File: config.mk
export PLATFORM = sky130hd
export DESIGN_NAME = alu_sequencer
export DESIGN_NICKNAME = d
export VERILOG_FILES = /design/src/rtl/alu_sequencer.sv
export SDC_FILE = /design/constraint.sdc
export NUM_CORES = 1
export LEC_CHECK = 0
export ABC_AREA = 1
export CELL_PAD_IN_SITES_DETAIL_PLACEMENT = 1
export CELL_PAD_IN_SITES_GLOBAL_PLACEMENT = 1
export CORE_AREA = 2 2 199 201
export DETAILED_ROUTE_END_ITERATION = 10
export DIE_AREA = 0 0 201 203
export PLACE_DENSITY = 0.87
export RECOVER_POWER = 25
export SLEW_MARGIN = 20
export SYNTH_ARGS = -nofsm -noshare
export SYNTH_HDL_FRONTEND = slang
export SYNTH_SLANG_ARGS = --single-unit
File: constraint.sdc
create_clock -name clk -period 10.6 [get_ports clk]
set_clock_uncertainty 0.15 [all_clocks]
set_input_delay 1.59 -clock clk [delete_from_list [all_inputs] [get_ports clk]]
set_output_delay 1.59 -clock clk [all_outputs]
set_load 0.02 [all_outputs]
File: src/rtl/alu_sequencer.sv
// alu_sequencer: queues ALU commands in a small FIFO, issues them one at a time to an
// external combinational ALU through registered operand ports, and returns each
// result on a valid/ready response channel. Commands can chain on the last
// delivered result. Opcodes 1010..1111 are rejected with an error response.
module alu_sequencer #(
    parameter int unsigned DEPTH = 4
) (
    input  logic        clk,
    input  logic        reset_n,
    input  logic        cmd_valid,
    output logic        cmd_ready,
    input  logic [3:0]  cmd_op,
    input  logic [31:0] cmd_r,
    input  logic [31:0] cmd_rw,
    input  logic        cmd_chain,
    output logic [3:0]  alu_op,
    output logic [31:0] alu_in_r,
    output logic [31:0] alu_in_rw,
    input  logic [31:0] alu_out,
    input  logic        alu_is_zero,
    output logic        rsp_valid,
    input  logic        rsp_ready,
    output logic [31:0] rsp_data,
    output logic        rsp_zero,
    output logic        rsp_err,
    output logic        busy
);

    localparam int unsigned AW = (DEPTH > 1) ? $clog2(DEPTH) : 1;
    localparam int unsigned CW = $clog2(DEPTH + 1);
    localparam logic [3:0] MaxLegalOp = 4'd9;

    typedef struct packed {
        logic [3:0]  op;
        logic [31:0] r;
        logic [31:0] rw;
        logic        chain;
    } entry_t;

    typedef enum logic [1:0] {
        StIdle,
        StExec,
        StResp
    } state_t;

    entry_t         mem [DEPTH];
    logic [AW-1:0]  wr_ptr;
    logic [AW-1:0]  rd_ptr;
    logic [CW-1:0]  count;

    state_t         state;
    logic [31:0]    last_result;
    logic           exec_err;

    logic           push;
    logic           pop;
    logic           fifo_empty;
    entry_t         head;
    logic           head_legal;
    logic [31:0]    chain_src;
    logic [31:0]    ld_rw;

    assign fifo_empty = (count == '0);
    assign cmd_ready  = (count != CW'(DEPTH));
    assign push       = cmd_valid && cmd_ready;
    // A pop happens whenever the FSM is about to start a new command.
    assign pop        = !fifo_empty && ((state == StIdle) || ((state == StResp) && rsp_ready));
    assign head       = mem[rd_ptr];
    assign head_legal = (head.op <= MaxLegalOp);

    // On a RESP handshake last_result updates in the same edge, so forward the
    // response being retired; error responses never replace last_result.
    assign chain_src  = ((state == StResp) && !rsp_err) ? rsp_data : last_result;
    assign ld_rw      = head.chain ? chain_src : head.rw;

    assign busy       = !fifo_empty || (state != StIdle);

    // FIFO storage: write-only array, contents are don't-care until counted in
    always_ff @(posedge clk) begin
        if (push) begin
            mem[wr_ptr] <= '{op: cmd_op, r: cmd_r, rw: cmd_rw, chain: cmd_chain};
        end
    end

    // FIFO pointers and occupancy
    always_ff @(posedge clk or negedge reset_n) begin
        if (!reset_n) begin
            wr_ptr <= '0;
            rd_ptr <= '0;
            count  <= '0;
        end else begin
            if (push) begin
                wr_ptr <= wr_ptr + AW'(1);
            end
            if (pop) begin
                rd_ptr <= rd_ptr + AW'(1);
            end
            unique case ({push, pop})
                2'b10:   count <= count + CW'(1);
                2'b01:   count <= count - CW'(1);
                default: count <= count;
            endcase
        end
    end

    // Sequencer FSM with registered ALU operands and response outputs
    always_ff @(posedge clk or negedge reset_n) begin
        if (!reset_n) begin
            state       <= StIdle;
            last_result <= '0;
            exec_err    <= 1'b0;
            alu_op      <= '0;
            alu_in_r    <= '0;
            alu_in_rw   <= '0;
            rsp_valid   <= 1'b0;
            rsp_data    <= '0;
            rsp_zero    <= 1'b0;
            rsp_err     <= 1'b0;
        end else begin
            unique case (state)
                StIdle: begin
                    if (pop) begin
                        // Illegal opcodes leave the ALU operands untouched
                        if (head_legal) begin
                            alu_op    <= head.op;
                            alu_in_r  <= head.r;
                            alu_in_rw <= ld_rw;
                        end
                        exec_err <= !head_legal;
                        state    <= StExec;
                    end
                end
                StExec: begin
                    rsp_valid <= 1'b1;
                    rsp_err   <= exec_err;
                    rsp_data  <= exec_err ? 32'd0 : alu_out;
                    rsp_zero  <= !exec_err && alu_is_zero;
                    state     <= StResp;
                end
                StResp: begin
                    if (rsp_ready) begin
                        if (!rsp_err) begin
                            last_result <= rsp_data;
                        end
                        rsp_valid <= 1'b0;
                        if (!fifo_empty) begin
                            if (head_legal) begin
                                alu_op    <= head.op;
                                alu_in_r  <= head.r;
                                alu_in_rw <= ld_rw;
                            end
                            exec_err <= !head_legal;
                            state    <= StExec;
                        end else begin
                            state <= StIdle;
                        end
                    end
                end
                default: begin
                    state <= StIdle;
                end
            endcase
        end
    end

endmodule

Yosys cells after proc, flatten, opt, wreduce, memory -nomap -nowiden

Memories as Yosys holds them, arrays and structs flattened.
Index checks and enable logic that the tools add are counted.
Widths: inputs -> output; s select.

Bits in registers: 145
Bits in latches: 0
Memory bits (writable): 276
Bits in read-only memories: 0
Input bits: 106
Output and inout bits: 105
Logic and storage cells: 80
Memories: 1

Memory list:

| name | depth | bits a word | read ports | clocked after Yosys merged registers in | write ports | RTL line | RTL |
|---|---|---|---|---|---|---|---|
| mem  | 4     | 69          | 1          | 0                                       | 1           | 46       | `entry_t mem [DEPTH];` |

$add $sub $neg: 4
$mul: 0
Div/mod/pow operators: 0
Magnitude comparators: 1
Equality and inequality tests: 8
Shift-type cells: 0
Multiplexer cells: 31
Bitwise operators: 1
Reductions and logical operators: 21

Operators with widths:

| kind                | count |
|---|---|
| $mux 32             | 11 |
| $pmux 32 s2         | 2 |
| $mux 4              | 4 |
| $pmux 4 s2          | 1 |
| $reduce_bool 2->1   | 4 |
| $mux 1              | 7 |
| $ne 2x2->1 const B  | 3 |
| $pmux 2 s3          | 1 |
| $pmux 3 s2          | 1 |
| $logic_and 1x1->1   | 5 |
| $add 2x1->2 const B | 2 |
| $eq 2x1->1 const B  | 2 |
| $eq 2x2->1 const B  | 2 |
| $le 4x4->1 const B  | 1 |
| $logic_not 1->1     | 4 |
| $mux 2              | 2 |
| $pmux 1 s2          | 2 |
| $reduce_and 2->1    | 2 |
| $reduce_and 4->1    | 1 |
| $add 3x1->3 const B | 1 |
| $logic_not 3->1     | 1 |
| $ne 3x3->1 const B  | 1 |
| $reduce_and 3->1    | 1 |
| $sub 3x1->3 const B | 1 |
| other kinds (3)     | 4 |

Longest topological paths before layout

Depth after elaboration: 8
Mapped depth: 11
Gate-level depth less buffers: 9

Worst setup path before layout

No wires, ideal clock.

Kind: input -> register
Start: input port cmd_valid
End: memory mem[0][0] in the netlist's numbering, enable pin
Library setup time: 0.497 ns
Arrival time: 4.663 ns
Required time: 9.953 ns
Path slack: 5.290 ns
Cell stages on the path: 2
Path buffers: 0
Cell sequence: nand2_1 nor2_1

Longest elaborated chain between the ends: 3

Ends and longest elaborated chain:

| what                         | RTL line | RTL |
|---|---|---|
| start: declaration           | 10       | `input logic cmd_valid,` |
| $logic_and 1x1->1            | 65       | `assign push = cmd_valid && cmd_ready;` |
| $mux 1                       | 80       | `if (push) begin` |
| $mux 1 (implied by the code) | 81       | `mem[wr_ptr] <= '{op: cmd_op, r: cmd_r, rw: cmd_rw, chain: cmd_chain};` |
| end: declaration             | 46       |  |

Every way passes these cells.

==> results.py <==
metrics = {
    "setup_path": {
        "setup.worst_path.end_class": "asynchronous set/reset pin",
        "crit_type": "primary input to asynchronous set/reset pin",
        "slowest_delay_ns": 3.28,
        "path_cells": "clkbuf_1",
        "critPathBufInv": 1,
        "reg2reg_depth": 9,
        "reg2reg_from": "rd_ptr[0]",
        "arrival_ns": 4.95,
        "path_delay_family": "buffers and inverters",
        "cp_slowest_cell": "clkbuf_1",
        "startpoint": "reset_n",
        "critical_path_depth": 1,
        "crit_fanout": 81,
        "start_kind": "primary input",
        "critical_path_required_ns": 9.30,
        "timing.rr.end": "alu_in_rw[25]",
        "r2r_slack_ns": 5.44,
        "endpoint": "rd_ptr[0]",
    },
    "die": {
        "die_w_um": 201,
        "num_io_pins": 211,
        "rows": 72,
        "die_area_mm2": 0.0408,
        "start_util_pct": 44.6,
        "die-height_um": 203,
        "core_mm2": 0.0385,
    },
    "clock_tree": {
        "root_buffer": "clkbuf_16",
        "post_cts_resized": 0,
        "clk_pin_slew_ns": 0.06,
        "numCtsBuffers": 45,
        "clockBufferDepth": 3,
        "cts_tree": "done",
        "clkLatencyLatePin_ns": 0.58,
        "cts_setup_buffers": 0,
        "clock_sinks": 421,
        "cts.hold.buffers_added": 0,
        "htree_levels": 2,
    },
    "cells_and_area": {
        "finalNetCount": 1874,
        "post-route-util_pct": 55.2,
        "final_cell_area_mm2": 0.0212,
        "area_growth_pct": 23.6,
        "drive_gt1_share_pct": 7.45,
        "layout_common_cells": "480 x nand2_1, 276 x edfxtp_1, 165 x clkdlybuf4s50_1",
        "fill_cells": 4050,
        "final-instance-count-excl-fill": 2322,
        "mostFrequentLayoutCell": "nand2_1",
    },
    "place": {
        "dp_hpwl_um": 28600,
        "dp_slack_ns": 5.38,
        "placed_cell_area_mm2": 0.0196,
        "io_buffer_count": 210,
        "place_congestion": 0.756,
        "placed_cells": 2232,
    },
    "pwr": {
        "p_total_mw": 6.72,
        "seqPwrFrac_pct": 37.8,
        "internal_power_mw": 4.08,
        "swShare_pct": 39.2,
        "pwr-share-comb_pct": 38.1,
        "p_leak_nw": 8.92,
        "p_switching_mw": 2.63,
        "p_clk_share_pct": 24.1,
        "vdd_drop_max_uv": 169,
        "powerDensity_mw_per_mm2": 317,
    },
    "global_routing": {
        "grt.total_usage_pct": 23.9,
        "antenna_found_initial": 11,
        "grt_pass1_wl_um": 75600,
        "first_global_vias": 13600,
        "grt_start_max_net_pins": 91,
        "overflow": 0,
    },
    "sta": {
        "period_share_pct": 59.0,
        "worst_slack_ns": 4.34,
        "finalSetupViolCount": 0,
        "hold_violations": 0,
        "slew_violations": 82,
        "slew_headroom_pct": -220,
        "fmax_mhz": 160,
        "final.setup.tns_ns": 0,
        "tightestPinTransition_ns": 4.80,
        "rsz0062_at_grt": "false",
        "timing.hold.ws_ns": 0.361,
        "min_period_ns": 6.26,
    },
    "detailed_routing": {
        "detail_route.wl_per_cell_um": 21.0,
        "dr.pass1.iters": 5,
        "via_per_inst": 5.39,
        "drc": 0,
        "drtIter0Drc": 740,
        "wl_um": 48700,
        "num_vias": 12500,
        "ant_nets": 0,
    },
    "min_path": {
        "min_path_type": "register to register",
    },
    "yosys": {
        "ys_seq_area_share_pct": 69.4,
        "syn-num-nets": 1697,
        "ys_seq_elements": 421,
        "yosysUniqueCellTypes": 27,
        "postSynthAreaPerCell_um2": 10.8,
        "ys_warn_count": 0,
        "netlist_area_mm2": 0.0172,
        "syn_inst": 1585,
    },
    "job": {
        "maxCapViolCount": 1,
    },
    "status": {
        "outcome": "complete, but fails checks",
        "violations": "max-capacitance violations, max-slew violations",
    },
}
==> power by group through the flow <==
stage                     registers (mW)  logic, mW  clock network [mW]
final                               2.54       2.56                1.62
after detailed placement            2.56       2.53                   0
after global placement              2.53       2.38                   0
after global routing                2.59       2.82                1.70
after CTS                           2.54       2.58                1.65
after floorplan                     2.64       1.48                   0
==> area by class of cell <==
| cell class | count | area, um^2 | area share [%] |
|---|---|---|---|
| Clock inverter | 17 | 171 | 0.808 |
| Multi-Input combinational cell | 953 | 4440 | 20.9 |
| Tap cell | 518 | 648 | 3.05 |
| Timing Repair Buffer | 223 | 2220 | 10.5 |
| Sequential cell | 421 | 11900 | 56.2 |
| Antenna cell | 6 | 15.0 | 0.0708 |
| Clock buffer | 66 | 1360 | 6.40 |
| Inverter | 118 | 444 | 2.09 |
==> synthesized netlist by cell type <==
library cell / number / area, um^2
nor2_4: 1 / 11.3
nand3_1: 144 / 721
a21oi_1: 5 / 25.0
or2_2: 32 / 200
edfxtp_1: 276 / 8290
a21boi_0: 1 / 7.51
nor2_2: 1 / 6.26
fa_1: 1 / 20.0
xnor2_1: 2 / 17.5
o22ai_1: 33 / 206
a22o_1: 33 / 289
nand2_2: 2 / 12.5
xor2_1: 3 / 26.3
dfrtp_1: 145 / 3630
nor2_1: 77 / 289
o21ai_0: 131 / 656
o21a_1: 1 / 7.51
buf_1: 2 / 7.51
clkbuf_1: 50 / 188
ha_1: 5 / 62.6
nand3_2: 1 / 10.0
nand2_1: 480 / 1800
inv_1: 114 / 428
buf_4: 9 / 67.6
buf_2: 29 / 145
inv_2: 4 / 15.0
buf_6: 3 / 33.8
==> worst min-delay path by stage <==
stage	depth (start not counted)	slack, ns	to	startpoint
detailed placement	2	0.35	alu_in_rw[3]	alu_in_rw[3]
floorplan	2	0.32	last_result[0]	last_result[0]
finish	2	0.36	alu_in_rw[3]	alu_in_rw[3]
global route	2	0.38	alu_in_rw[3]	alu_in_rw[3]
global placement	1	0.34	rsp_zero	rsp_zero
CTS	2	0.36	alu_in_rw[3]	alu_in_rw[3]
==> layer usage <==
layer	share of wire (%)	track usage (%)	vias up	routed length [um]
met5	0.14	0	-	69
met4	2.3	8.68	10	1100
met3	6.1	4.53	83	2970
met2	51	42.2	402	24800
met1	41	29.2	6352	19700
li1	-	-	5663	-
==> kinds of logic (layout without fill, tap and decap cells) <==
| group | Yosys count | in the layout | synth area share [%] |
|---|---|---|---|
| adder cells (fa/ha/maj) | 6 | 6 | 0.481 |
| AO/OA/AOI/OAI | 204 | 204 | 6.94 |
| other | 0 | 6 | 0 |
| buffers and inverters | 211 | 424 | 5.15 |
| AND/OR/NAND/NOR | 738 | 738 | 17.8 |
| flip-flops | 421 | 421 | 69.4 |
| XOR/XNOR | 5 | 5 | 0.255 |
==> sequential cells by signal, indices dropped and copies added, names as in the netlist <==
register,cells
alu_in_rw,32
count,3
exec_err,1
rsp_data,32
state,2
rsp_zero,1
mem,276
alu_in_r,32
rsp_valid,1
rd_ptr,2
rsp_err,1
wr_ptr,2
alu_op,4
last_result,32
No activity file was read; power rests on OpenSTA's default activity.
